**src/rtl/pll_lock_sequencer.sv**
```systemverilog
// Bring-up sequencer for the reference-clocked PLL: holds RESETB, qualifies LOCK,
// releases the system reset after stable lock, retries failed attempts and falls back to bypass.
//
// state     | meaning
// ----------+---------------------------------------------------------------
// HOLD      | PLL_RESETB low for RESET_HOLD_CYCLES, counters cleared
// WAIT_LOCK | PLL running, waiting for synchronised lock, timeout counting
// STABLE    | lock seen, counting consecutive lock cycles, timeout counting
// RUN       | stable lock, system reset released
// FAULT     | retries exhausted, PLL held in reset and bypassed
module pll_lock_sequencer #(
    parameter int RESET_HOLD_CYCLES   = 12,
    parameter int LOCK_TIMEOUT_CYCLES = 1200,
    parameter int LOCK_STABLE_CYCLES  = 64,
    parameter int MAX_RETRIES         = 3,
    parameter int CNT_W               = 16,
    parameter int RETRY_W             = 2
) (
    input  logic               REFERENCECLK,
    input  logic               RESET,
    input  logic               PLL_LOCK,
    input  logic               RELOCK_REQ,
    output logic               PLL_RESETB,
    output logic               PLL_BYPASS,
    output logic               SYS_RESET,
    output logic               LOCKED,
    output logic               FAULT,
    output logic [RETRY_W-1:0] RETRY_COUNT
);

    typedef enum logic [2:0] {
        S_HOLD, S_WAIT_LOCK, S_STABLE, S_RUN, S_FAULT
    } state_t;

    localparam logic [CNT_W-1:0]   HOLD_TC   = CNT_W'(RESET_HOLD_CYCLES - 1);
    localparam logic [CNT_W-1:0]   TIMEOUT_TC = CNT_W'(LOCK_TIMEOUT_CYCLES - 1);
    localparam logic [CNT_W-1:0]   STABLE_TC = CNT_W'(LOCK_STABLE_CYCLES);
    localparam logic [RETRY_W-1:0] RETRY_MAX = RETRY_W'(MAX_RETRIES);

    state_t             state, state_nxt;
    logic               lock_meta, lock_s;
    logic [CNT_W-1:0]   hold_cnt, hold_nxt;
    logic [CNT_W-1:0]   to_cnt, to_nxt;
    logic [CNT_W-1:0]   stab_cnt, stab_nxt;
    logic [RETRY_W-1:0] retry, retry_nxt;
    logic               resetb_nxt, bypass_nxt, sys_reset_nxt, locked_nxt, fault_nxt;
    logic               timeout;

    function automatic logic [CNT_W-1:0] sat_inc(input logic [CNT_W-1:0] v);
        return (v == '1) ? v : v + CNT_W'(1);
    endfunction

    assign timeout     = (to_cnt == TIMEOUT_TC);
    assign RETRY_COUNT = retry;

    always_ff @(posedge REFERENCECLK or posedge RESET) begin
        if (RESET) begin
            lock_meta <= 1'b0;
            lock_s    <= 1'b0;
            state     <= S_HOLD;
            hold_cnt  <= '0;
            to_cnt    <= '0;
            stab_cnt  <= '0;
            retry     <= '0;
        end else begin
            lock_meta <= PLL_LOCK;
            lock_s    <= lock_meta;
            state     <= state_nxt;
            hold_cnt  <= hold_nxt;
            to_cnt    <= to_nxt;
            stab_cnt  <= stab_nxt;
            retry     <= retry_nxt;
        end
    end

    always_comb begin
        state_nxt = state;
        retry_nxt = retry;
        hold_nxt  = hold_cnt;
        to_nxt    = to_cnt;
        stab_nxt  = stab_cnt;
        case (state)
            S_HOLD: begin
                if (hold_cnt == HOLD_TC) state_nxt = S_WAIT_LOCK;
                else                     hold_nxt  = sat_inc(hold_cnt);
            end
            S_WAIT_LOCK: begin
                to_nxt = sat_inc(to_cnt);
                if (lock_s) begin
                    state_nxt = S_STABLE;
                end else if (timeout) begin
                    if (retry == RETRY_MAX) state_nxt = S_FAULT;
                    else begin
                        retry_nxt = retry + RETRY_W'(1);
                        state_nxt = S_HOLD;
                    end
                end
            end
            S_STABLE: begin
                to_nxt = sat_inc(to_cnt);
                // reaching RUN beats a coincident timeout; a lock drop does not
                if (lock_s && stab_cnt == STABLE_TC) begin
                    state_nxt = S_RUN;
                end else if (timeout) begin
                    if (retry == RETRY_MAX) state_nxt = S_FAULT;
                    else begin
                        retry_nxt = retry + RETRY_W'(1);
                        state_nxt = S_HOLD;
                    end
                end else if (!lock_s) begin
                    state_nxt = S_WAIT_LOCK;
                end else begin
                    stab_nxt = sat_inc(stab_cnt);
                end
            end
            S_RUN: begin
                if (!lock_s || RELOCK_REQ) begin
                    state_nxt = S_HOLD;
                    retry_nxt = '0;
                end
            end
            S_FAULT: begin
                if (RELOCK_REQ) begin
                    state_nxt = S_HOLD;
                    retry_nxt = '0;
                end
            end
            default: state_nxt = S_HOLD;
        endcase
        if (state_nxt != state) begin
            if (state_nxt == S_HOLD) begin
                hold_nxt = '0;
                to_nxt   = '0;
            end
            if (state_nxt != S_RUN) stab_nxt = '0;
            if (state_nxt == S_WAIT_LOCK && state == S_HOLD) to_nxt = '0;
        end
    end

    always_comb begin
        resetb_nxt    = (state_nxt == S_WAIT_LOCK) || (state_nxt == S_STABLE) ||
                        (state_nxt == S_RUN);
        bypass_nxt    = (state_nxt == S_FAULT);
        sys_reset_nxt = (state_nxt != S_RUN);
        locked_nxt    = (state_nxt == S_RUN);
        fault_nxt     = (state_nxt == S_FAULT);
    end

    always_ff @(posedge REFERENCECLK or posedge RESET) begin
        if (RESET) begin
            PLL_RESETB <= 1'b0;
            PLL_BYPASS <= 1'b0;
            SYS_RESET  <= 1'b1;
            LOCKED     <= 1'b0;
            FAULT      <= 1'b0;
        end else begin
            PLL_RESETB <= resetb_nxt;
            PLL_BYPASS <= bypass_nxt;
            SYS_RESET  <= sys_reset_nxt;
            LOCKED     <= locked_nxt;
            FAULT      <= fault_nxt;
        end
    end

endmodule

```
**config.mk**
```make
export PLATFORM = sky130hd
export DESIGN_NAME = pll_lock_sequencer
export DESIGN_NICKNAME = d
export VERILOG_FILES = /design/src/rtl/pll_lock_sequencer.sv
export SDC_FILE = /design/constraint.sdc
export NUM_CORES = 1
export LEC_CHECK = 0
export ABC_AREA = 1
export CORE_MARGIN = 4
export CORE_UTILIZATION = 56
export CTS_CLUSTER_DIAMETER = 120
export DETAILED_ROUTE_END_ITERATION = 16
export GPL_TIMING_DRIVEN = 0
export PLACE_DENSITY = 0.76
export SLEW_MARGIN = 25
export SYNTH_ARGS = -nofsm -noshare
export SYNTH_HDL_FRONTEND = slang
export SYNTH_SLANG_ARGS = --single-unit
```
**constraint.sdc**
```tcl
create_clock -name REFERENCECLK -period 1.88 [get_ports REFERENCECLK]
set_input_delay 0.376 -clock REFERENCECLK [delete_from_list [all_inputs] [get_ports REFERENCECLK]]
set_output_delay 0.376 -clock REFERENCECLK [all_outputs]
set_load 0.005 [all_outputs]
```
**Word-level counts from Yosys, hierarchy flattened**

Cells that the tools add are included.
Widths: inputs -> output; s select.

- Bits in registers: 59
- Input port bits: 4
- Output and inout bits: 7
- Logic and storage cells: 81

- Add/subtract/negate cells: 4
- Equality and inequality tests: 21
- Muxes and demuxes: 34
- Reduce and logical (&&, ||, !) cells: 11

Operators by type and width:

| cell | count |
|---|---|
| $mux 16 | 17 |
| $add 16x1->16 const B | 3 |
| $eq 16x16->1 const B | 3 |
| $mux 3 | 9 |
| $eq 16x11->1 const B | 1 |
| $eq 16x4->1 const B | 1 |
| $eq 16x7->1 const B | 1 |
| $pmux 3 s5 | 1 |
| $eq 3x2->1 const B | 4 |
| $mux 2 | 6 |
| $ne 2x2->1 const B | 4 |
| $pmux 2 s4 | 1 |
| $eq 3x1->1 const B | 2 |
| $eq 3x3->1 const B | 2 |
| $logic_not 3->1 | 2 |
| $reduce_and 5->1 | 1 |
| $reduce_bool 4->1 | 1 |
| $logic_or 1x1->1 | 3 |
| $ne 3x2->1 const B | 1 |
| $ne 3x3->1 | 1 |
| $add 2x1->2 const B | 1 |
| $eq 2x2->1 const B | 1 |
| $logic_and 1x1->1 | 2 |
| $reduce_or 2->1 | 1 |
| $logic_not 1->1 | 1 |

**Logic depth before layout (Yosys ltp)**

Gate-level depths: netlist of the first run.

- Depth in word-level cells: 9
- Mapped depth: 16
- Gate-level depth less buffers: 15

**Least setup slack after synthesis of the first run**

Ideal clock, no wire load.

- Path type: register to register
- Start point: register stab_cnt[0]
- End point: register to_cnt[10]
- Library setup time: 0.126 ns
- Arrival time: 1.724 ns
- Required time: 1.754 ns
- Slack: 0.030 ns
- Stages on the path, launching flop included: 15
- Buffers on the path: 1
- Period minus slack after synthesis: 1.850 ns
- Path through: dfrtp_1 -> inv_1 -> ha_1 -> inv_1 -> nor2_1 -> nand2_1 -> nor2_1 -> nand2_1 -> nand2_1 -> nand2_1 -> nand2_2 -> nand2_2 -> o21ai_4 -> buf_4 -> a21oi_1

- Longest elaborated chain between the ends: 8
- Elaborated cells on any way between the ends: 11
- Those cells by class: eq/ne: 3; mux: 5; reduce/logical: 3

Ends and longest elaborated chain:

| element | line | text |
|---|---|---|
| from (decl) | 44 | `logic [CNT_W-1:0] stab_cnt, stab_nxt;` |
| from (signal assigned) | 71 | `stab_cnt <= stab_nxt;` |
| $eq 16x7->1 * | 102 | `if (lock_s && stab_cnt == STABLE_TC) begin` |
| $logic_and 1x1->1 * | 102 |  |
| $mux 3 * | 102 |  |
| $pmux 3 s5 * | 82 | `case (state)` |
| named net state_nxt[2] | 40 | `state_t state, state_nxt;` |
| $logic_not 3->1 / $eq 3x1->1 (equally long branches) | 131, 136 |  |
| $mux 16 / $logic_and 1x1->1 (equally long branches) | 131, 136 |  |
| $mux 16 | 136 | `if (state_nxt == S_WAIT_LOCK && state == S_HOLD) to_nxt = '0;` |
| $mux 16 * | 130 | `if (state_nxt != state) begin` |
| named net to_nxt[10] | 43 | `logic [CNT_W-1:0] to_cnt, to_nxt;` |
| to (signal assigned) | 70 | `to_cnt <= to_nxt;` |
| to (decl) | 43 |  |

Mark *: on every way through the listed nets, which the timed path passes. The rest lies on a longest branch.
A chain may end at the register's enable or synchronous reset.

**Worst setup path in the final report of the first run**

- Start point: register stab_cnt[1]
- End point: register to_cnt[8]

The elaborated chain is that of the path after synthesis.

==> results.cfg, run 1 <==
[sta]
fmax_mhz = 468
drv_slew = 0
grt_setup_unrepaired = true
fin_crit_ps = 2140
setup_viol_count_final = 50
fin_crit_sh_pct = 114
hold_violations = 0
fin_ws_ps = -256
worst_pin_slew_ps = 435
maxSlewHeadroom_pct = 70.8
clock_skew_ps = 10.2

[clocking]
cts.sinks = 59
clkSlewWorstSetupHoldPaths_ps = 70
clockBufferDepth = 2
cts_tree = yes
numCtsBuffers = 9
clkLatencyLatePin_ps = 350
htreeDepth = 3
clockRootBuffer = clkbuf_8

[route]
drt-wirelength-per-cell_um = 17.4
ant_nets = 0
drtIter0Drc = 353
vias = 3894
drc_errors = 0
drt_wl_total_mm = 11.4
routed_via_density = 5.93
drtPass1Iterations = 5

[logic_synthesis]
ys_ff_latch = 59
synth_flop_cell = dfrtp_1
synth_top_area_share_pct = 38.1
yosysTopAreaCell = dfrtp_1
synthCells = 525
avgSynthCellArea_um2 = 7.26
synth_edf_count = 0
yosysUniqueCellTypes = 31
synth_fp_nets = 534
ys_warn_count = 0
synth_area_mm2 = 0.00381
synthArstFlopShare_pct = 100
ys_top_cells_by_area = dfrtp_1 (38%), nand2_1 (10%), nor2_1 (8.6%)
synth_seq_area_share_pct = 38.7

[floorplanning]
start_util_pct = 58.7
num_rows = 29
chipHeight_um = 90.5
die_width_um = 90.5
core_area_mm2 = 0.00649
ioPinCount = 11
die_area_mm2 = 0.00819

[job]
drv_cap = 0

[power]
p_int_uw = 5260
leakage_uw = 0.00218
max-vdd-ir-drop_mv = 0.987
power_frac_seq_pct = 18.8
p_clk_share_pct = 11.5
power_density_mw_per_mm2 = 1900
power.switching_uw = 4320
power_uw = 9590
p_comb_share_pct = 69.8
swShare_pct = 45.1

[layout]
diodes = 0
drive_above_1_share_pct = 31.2
final_area_mm2 = 0.00505
synthToLayoutAreaGrowth_pct = 32.4
final_core_util_pct = 77.7
stdcell_count = 657
nets = 584
fill_cells = 388

[global_routing]
first_global_vias = 3535
grtUsageTotal_pct = 23.1
grt.busiest_layer = met2
grt_overflow = 0
grt_use_met3_pct = 3.83
grt_pass1_wl_mm = 15.6
use_met1_pct = 28.7
met2_usage_pct = 38.2
antenna_found_initial = 0
grt_max_degree = 37

[worst_setup_path]
crit_path_end_kind = flip-flop
timing.rr.start = stab_cnt[1]
crit_fanout = 5
start_kind = flip-flop
reg2reg_slack_ps = -260
crit_path_end = to_cnt[8]
r2r_cells = 14
worstPathArrival_ps = 2410
crit-reg2reg-capture = to_cnt[8]
criticalPathCategory = flip-flop to flip-flop
critPathLaunch = stab_cnt[1]
crit_required_ps = 2150

[placed_design]
port_buffers = 10
dp.cells = 613
post_dp_cell_area_mm2 = 0.00403
gp_congestion = 0.943
pre_cts_slack_ps = -320
dp_hpwl_mm = 6.10

[status]
violations = negative setup slack
status = finished with violations

[hold_path]
hold_path_class = primary input to asynchronous set/reset pin
[how the worst min path moves through the flow]
stage | depth (start not counted) | start | to | slack (ps)
2_1_floorplan | 0 | lock_meta | lock_s | 330
3_3_place_gp | 0 | lock_meta | lock_s | 330
3_5_place_dp | 0 | lock_meta | lock_s | 350
4_1_cts | 2 | RESET | to_cnt[13] | 360
5_1_grt | 2 | RESET | to_cnt[1] | 380
6_report | 2 | RESET | to_cnt[13] | 350
[registers in the layout (all words and copies together) (netlist names)]
| register | flops |
|---|---|
| lock_meta | 1 |
| stab_cnt | 16 |
| PLL_RESETB | 1 |
| lock_s | 1 |
| hold_cnt | 16 |
| LOCKED | 1 |
| RETRY_COUNT | 2 |
| FAULT | 1 |
| to_cnt | 16 |
| SYS_RESET | 1 |
| state | 3 |
[routing by layer]
layer	part of all wire (%)	vias up
met1	39	1869
met3	5.5	42
met5	0	-
met2	51	183
met4	3.7	0
li1	-	1800
[power by group through the flow]
stage,Combinational [µW],Clock (µW),Sequential [µW]
2_1_floorplan,2410,0,1730
3_3_place_gp,3040,0,1780
3_5_place_dp,3120,0,1790
4_1_cts,4150,1090,1770
5_1_grt,7030,1160,1830
6_report,6690,1100,1800
[stage by stage]
step / setup TNS, ps / hold slack (ps)
final: -10390 / 347
after global routing: -16240 / 379
after CTS: -870 / 360
after global placement: -68400 / 334
after detailed placement: -10920 / 354
after floorplan: 0 / 331
[cell usage after synthesis, types with 9 or more instances]
master and instances:
o21ai_0 16, a21oi_2 12, inv_2 9, dfrtp_1 58, nand2_1 106, nand3_1 51
inv_1 54, nor3_1 11, nor2_1 87, xor2_1 23, nand4_1 11, a21oi_1 35
[layout by cell type (no fill, tap or decap), drive strengths merged]
cell type,count
a211oi,1
dfrtp,58
o21a,1
nand4,11
ha,5
a21oi,47
dfstp,1
a21o,1
o21ai,17
xor2,23
clkinv,2
nor4,1
clkbuf,21
nor3,13
nand2,111
inv,63
or2,3
o22ai,3
xnor2,7
buf,34
nand3b,3
clkdlybuf4s50,10
nand3,54
nor2,90
[logic make-up (layout without fill, tap and decap cells)]
logic type	Yosys count	count (layout)	synth area share, %
xor+xnor	30	30	6.89
simple gates	286	286	33.2
fa+ha+maj	5	5	1.64
flops	59	59	38.7
compound gates	70	70	11.0
buf+inv	75	130	8.56
[area by class of cell]
| class | count | area, µm² | area share, % |
|---|---|---|---|
| flip-flops and latches | 59 | 1480 | 29.3 |
| clock inverters | 2 | 10.0 | 0.198 |
| repair buffers | 39 | 468 | 9.27 |
| multi-input cells | 391 | 2420 | 48.0 |
| clock buffers | 14 | 173 | 3.42 |
| well taps | 77 | 96.3 | 1.91 |
| inverters | 63 | 241 | 4.78 |
| plain buffers | 12 | 159 | 3.15 |
[worst max-delay path, cell delays in order (launching register included)]
cell and delay (ps):
dfrtp_1 410, inv_2 110, ha_4 130, inv_2 40
nor2_4 110, nand2_1 80, nor2_2 100, nand3_2 140
nand4_1 160, nand2_1 100, nand2_2 100, nand3_4 110
buf_6 170, clkbuf_16 160, a21oi_2 130
[repair_timing]
item | 4_1_cts | 5_1_grt
pin swaps | 4 | 23
gates resized for setup | 38 | 104
gates cloned | 1 | 5
hold buffers | 0 | 0
endpoints found under the setup margin | 48 | 50
buffers inserted | 17 | 5
Note: power is estimated with default switching activity, not from simulation.
==> inputs of run 2 (changes only) <==
--- a/config.mk
+++ b/config.mk
@@ -6,11 +6,12 @@
 export NUM_CORES = 1
 export LEC_CHECK = 0
 export ABC_AREA = 1
-export CORE_MARGIN = 4
+export CORE_ASPECT_RATIO = 1.75
 export CORE_UTILIZATION = 56
 export CTS_CLUSTER_DIAMETER = 120
 export DETAILED_ROUTE_END_ITERATION = 16
 export GPL_TIMING_DRIVEN = 0
+export HOLD_SLACK_MARGIN = 0.06
 export PLACE_DENSITY = 0.76
 export SLEW_MARGIN = 25
 export SYNTH_ARGS = -nofsm -noshare
==> run 2 against run 1 <==
  * Worst setup slack improved by 87 ps
  * Clock skew is 3.1 ps lower
  * Final area decreased by 3.7%
  * Final cell count up 0.15%
  * Core utilization is 3.4 points lower
  * Fmax grew 4.3%
  * Highest routed layer unchanged
  * Register-to-register slack better by 90 ps
  * Count of clock-buffer cells in the layout is the same
  * Critical path type unchanged
  * Combinational power fell by 28%
  * The run still ends with negative setup slack left
  * Sequential power hardly changed
  * First-iteration DRC count is 20% lower
==> results.cfg, run 2 (synthesis results as in run 1) <==
[hold_path]
hold_path_class = primary input to asynchronous set/reset pin

[worst_setup_path]
reg2reg_slack_ps = -170
timing.rr.start = to_cnt[1]
criticalPathCategory = flip-flop to flip-flop
worstPathArrival_ps = 2250
cp_cell_sequence = ha_2 > nand2_2 > inv_2 > nand2_4 > nor2_4 > nand2_2 > nand2_2 > nand2_2 > o21ai_0 > nand2_2 > nand3_4 > clkbuf_4 > a21oi_1
crit_top_cell = nand2_2
crit-reg2reg-capture = to_cnt[7]
crit_fanout = 10
max_stage_delay_ps = 380
crit_path_end_kind = flip-flop
cpLargestDelayFamily = simple AND/OR/NAND/NOR gates
crit_required_ps = 2080
start_kind = flip-flop
cp.depth = 13
path_buf_inv = 2
r2r_cells = 13
slowest_stage = dfrtp_1

[status]
violations = negative setup slack
status = finished with violations

[clocking]
htreeDepth = 3
numCtsBuffers = 9
clockRootBuffer = clkbuf_16
cts_tree = yes
clockBufferDepth = 2
clkSlewWorstSetupHoldPaths_ps = 50
clkLatencyLatePin_ps = 330
cts.sinks = 59
hold_buffers = 0

[global_routing]
grt_overflow = 0
grt_max_degree = 47
grtUsageTotal_pct = 29.2
first_global_vias = 3704
grt_pass1_wl_mm = 16.1
antenna_found_initial = 0

[power]
power_density_mw_per_mm2 = 1660
leakage_uw = 0.00219
max-vdd-ir-drop_mv = 1.71

[placed_design]
dp_hpwl_mm = 6.58
pre_cts_slack_ps = -301
gp_congestion = 0.930
port_buffers = 10
dp.cells = 618

[floorplanning]
chipHeight_um = 111
die_width_um = 64.4
num_rows = 39
die_area_mm2 = 0.00716
start_util_pct = 58.3
core_area_mm2 = 0.00654
ioPinCount = 11

[route]
drc_errors = 0
drtIter0Drc = 284
drtPass1Iterations = 5
routed_via_density = 5.66
vias = 3726
drt_wl_total_mm = 10.1
ant_nets = 0
drt-wirelength-per-cell_um = 15.3

[sta]
fin_crit_ps = 2050
worst_pin_slew_ps = 404
fin_crit_sh_pct = 109
fmax_mhz = 488
maxSlewHeadroom_pct = 72.9
tns_ps = -6340
setup_viol_count_final = 48
fin_ws_ps = -168
drv_slew = 0
hold_violations = 0
grt_setup_unrepaired = true
clock_skew_ps = 7.02

[layout]
stdcell_count = 658
diodes = 0
layout_common_cells = nand2_1 (91), nor2_1 (74), dfrtp_1 (58)
drive_above_1_share_pct = 25.0
layout_commonest_cell = nand2_1
synthToLayoutAreaGrowth_pct = 27.5
nets = 580
reg_top3 = hold_cnt x16, stab_cnt x16, to_cnt x16
final_core_util_pct = 74.4
fill_cells = 507

[job]
drv_cap = 0
==> run 2: cell types whose count changed in the layout (fill, tap and decap cells not counted), moves of 3 or more <==
cell | before | now
a21oi_2 | 38 | 20
nand2_1 | 88 | 91
nor2_4 | 15 | 8
a21oi_1 | 6 | 25
clkbuf_16 | 5 | 9
nor2_1 | 64 | 74
clkbuf_8 | 12 | 2
nor2_2 | 11 | 8
buf_4 | 15 | 18
==> run 2: repair_timing <==
item / 4_1_cts / 5_1_grt
endpoints found under the setup margin: 48 / 50
pin swaps: 17 / 21
gates cloned: 2 / 0
buffers inserted: 19 / 5
endpoints found under the hold margin: 0 / 0
gates resized for setup: 36 / 59
==> run 2: worst max-delay path by stage <==
stage | from | end
after global routing | to_cnt[1] | to_cnt[9]
final | to_cnt[1] | to_cnt[7]
after floorplan | stab_cnt[0] | to_cnt[10]
after detailed placement | stab_cnt[0] | to_cnt[7]
after CTS | to_cnt[1] | hold_cnt[11]
after global placement | RESET | to_cnt[6]
==> run 2: per-layer routing <==
layer	track usage [%]	wire length [µm]	vias up
met5	0	0	-
met4	16.1	427	0
met3	6.28	384	36
met2	52.5	5510	114
met1	30.2	3740	1790
li1	-	-	1786
==> run 2: power by group <==
part	switching, µW	internal [µW]
sequential	252	1530
clock	553	958
combinational	2740	2060
total	3540	4550
==> run 2: layout make-up <==
type	count	area, µm²	share of cell area (%)
clock inverters	2	10.0	0.206
well taps	82	103	2.11
flip-flops and latches	59	1480	30.4
plain buffers	12	139	2.86
multi-input cells	391	2280	46.8
inverters	63	241	4.97
clock buffers	14	264	5.43
repair buffers	35	350	7.20
==> run 2: per-stage QoR <==
stage / hold slack [ps] / total power (µW) / cell area (µm²)
2_1_floorplan: 331 / 4150 / 3810
3_3_place_gp: 340 / 4870 / 4020
3_5_place_dp: 343 / 4940 / 4050
4_1_cts: 324 / 7360 / 4610
5_1_grt: 324 / 8570 / 4860
6_report: 320 / 8090 / 4860
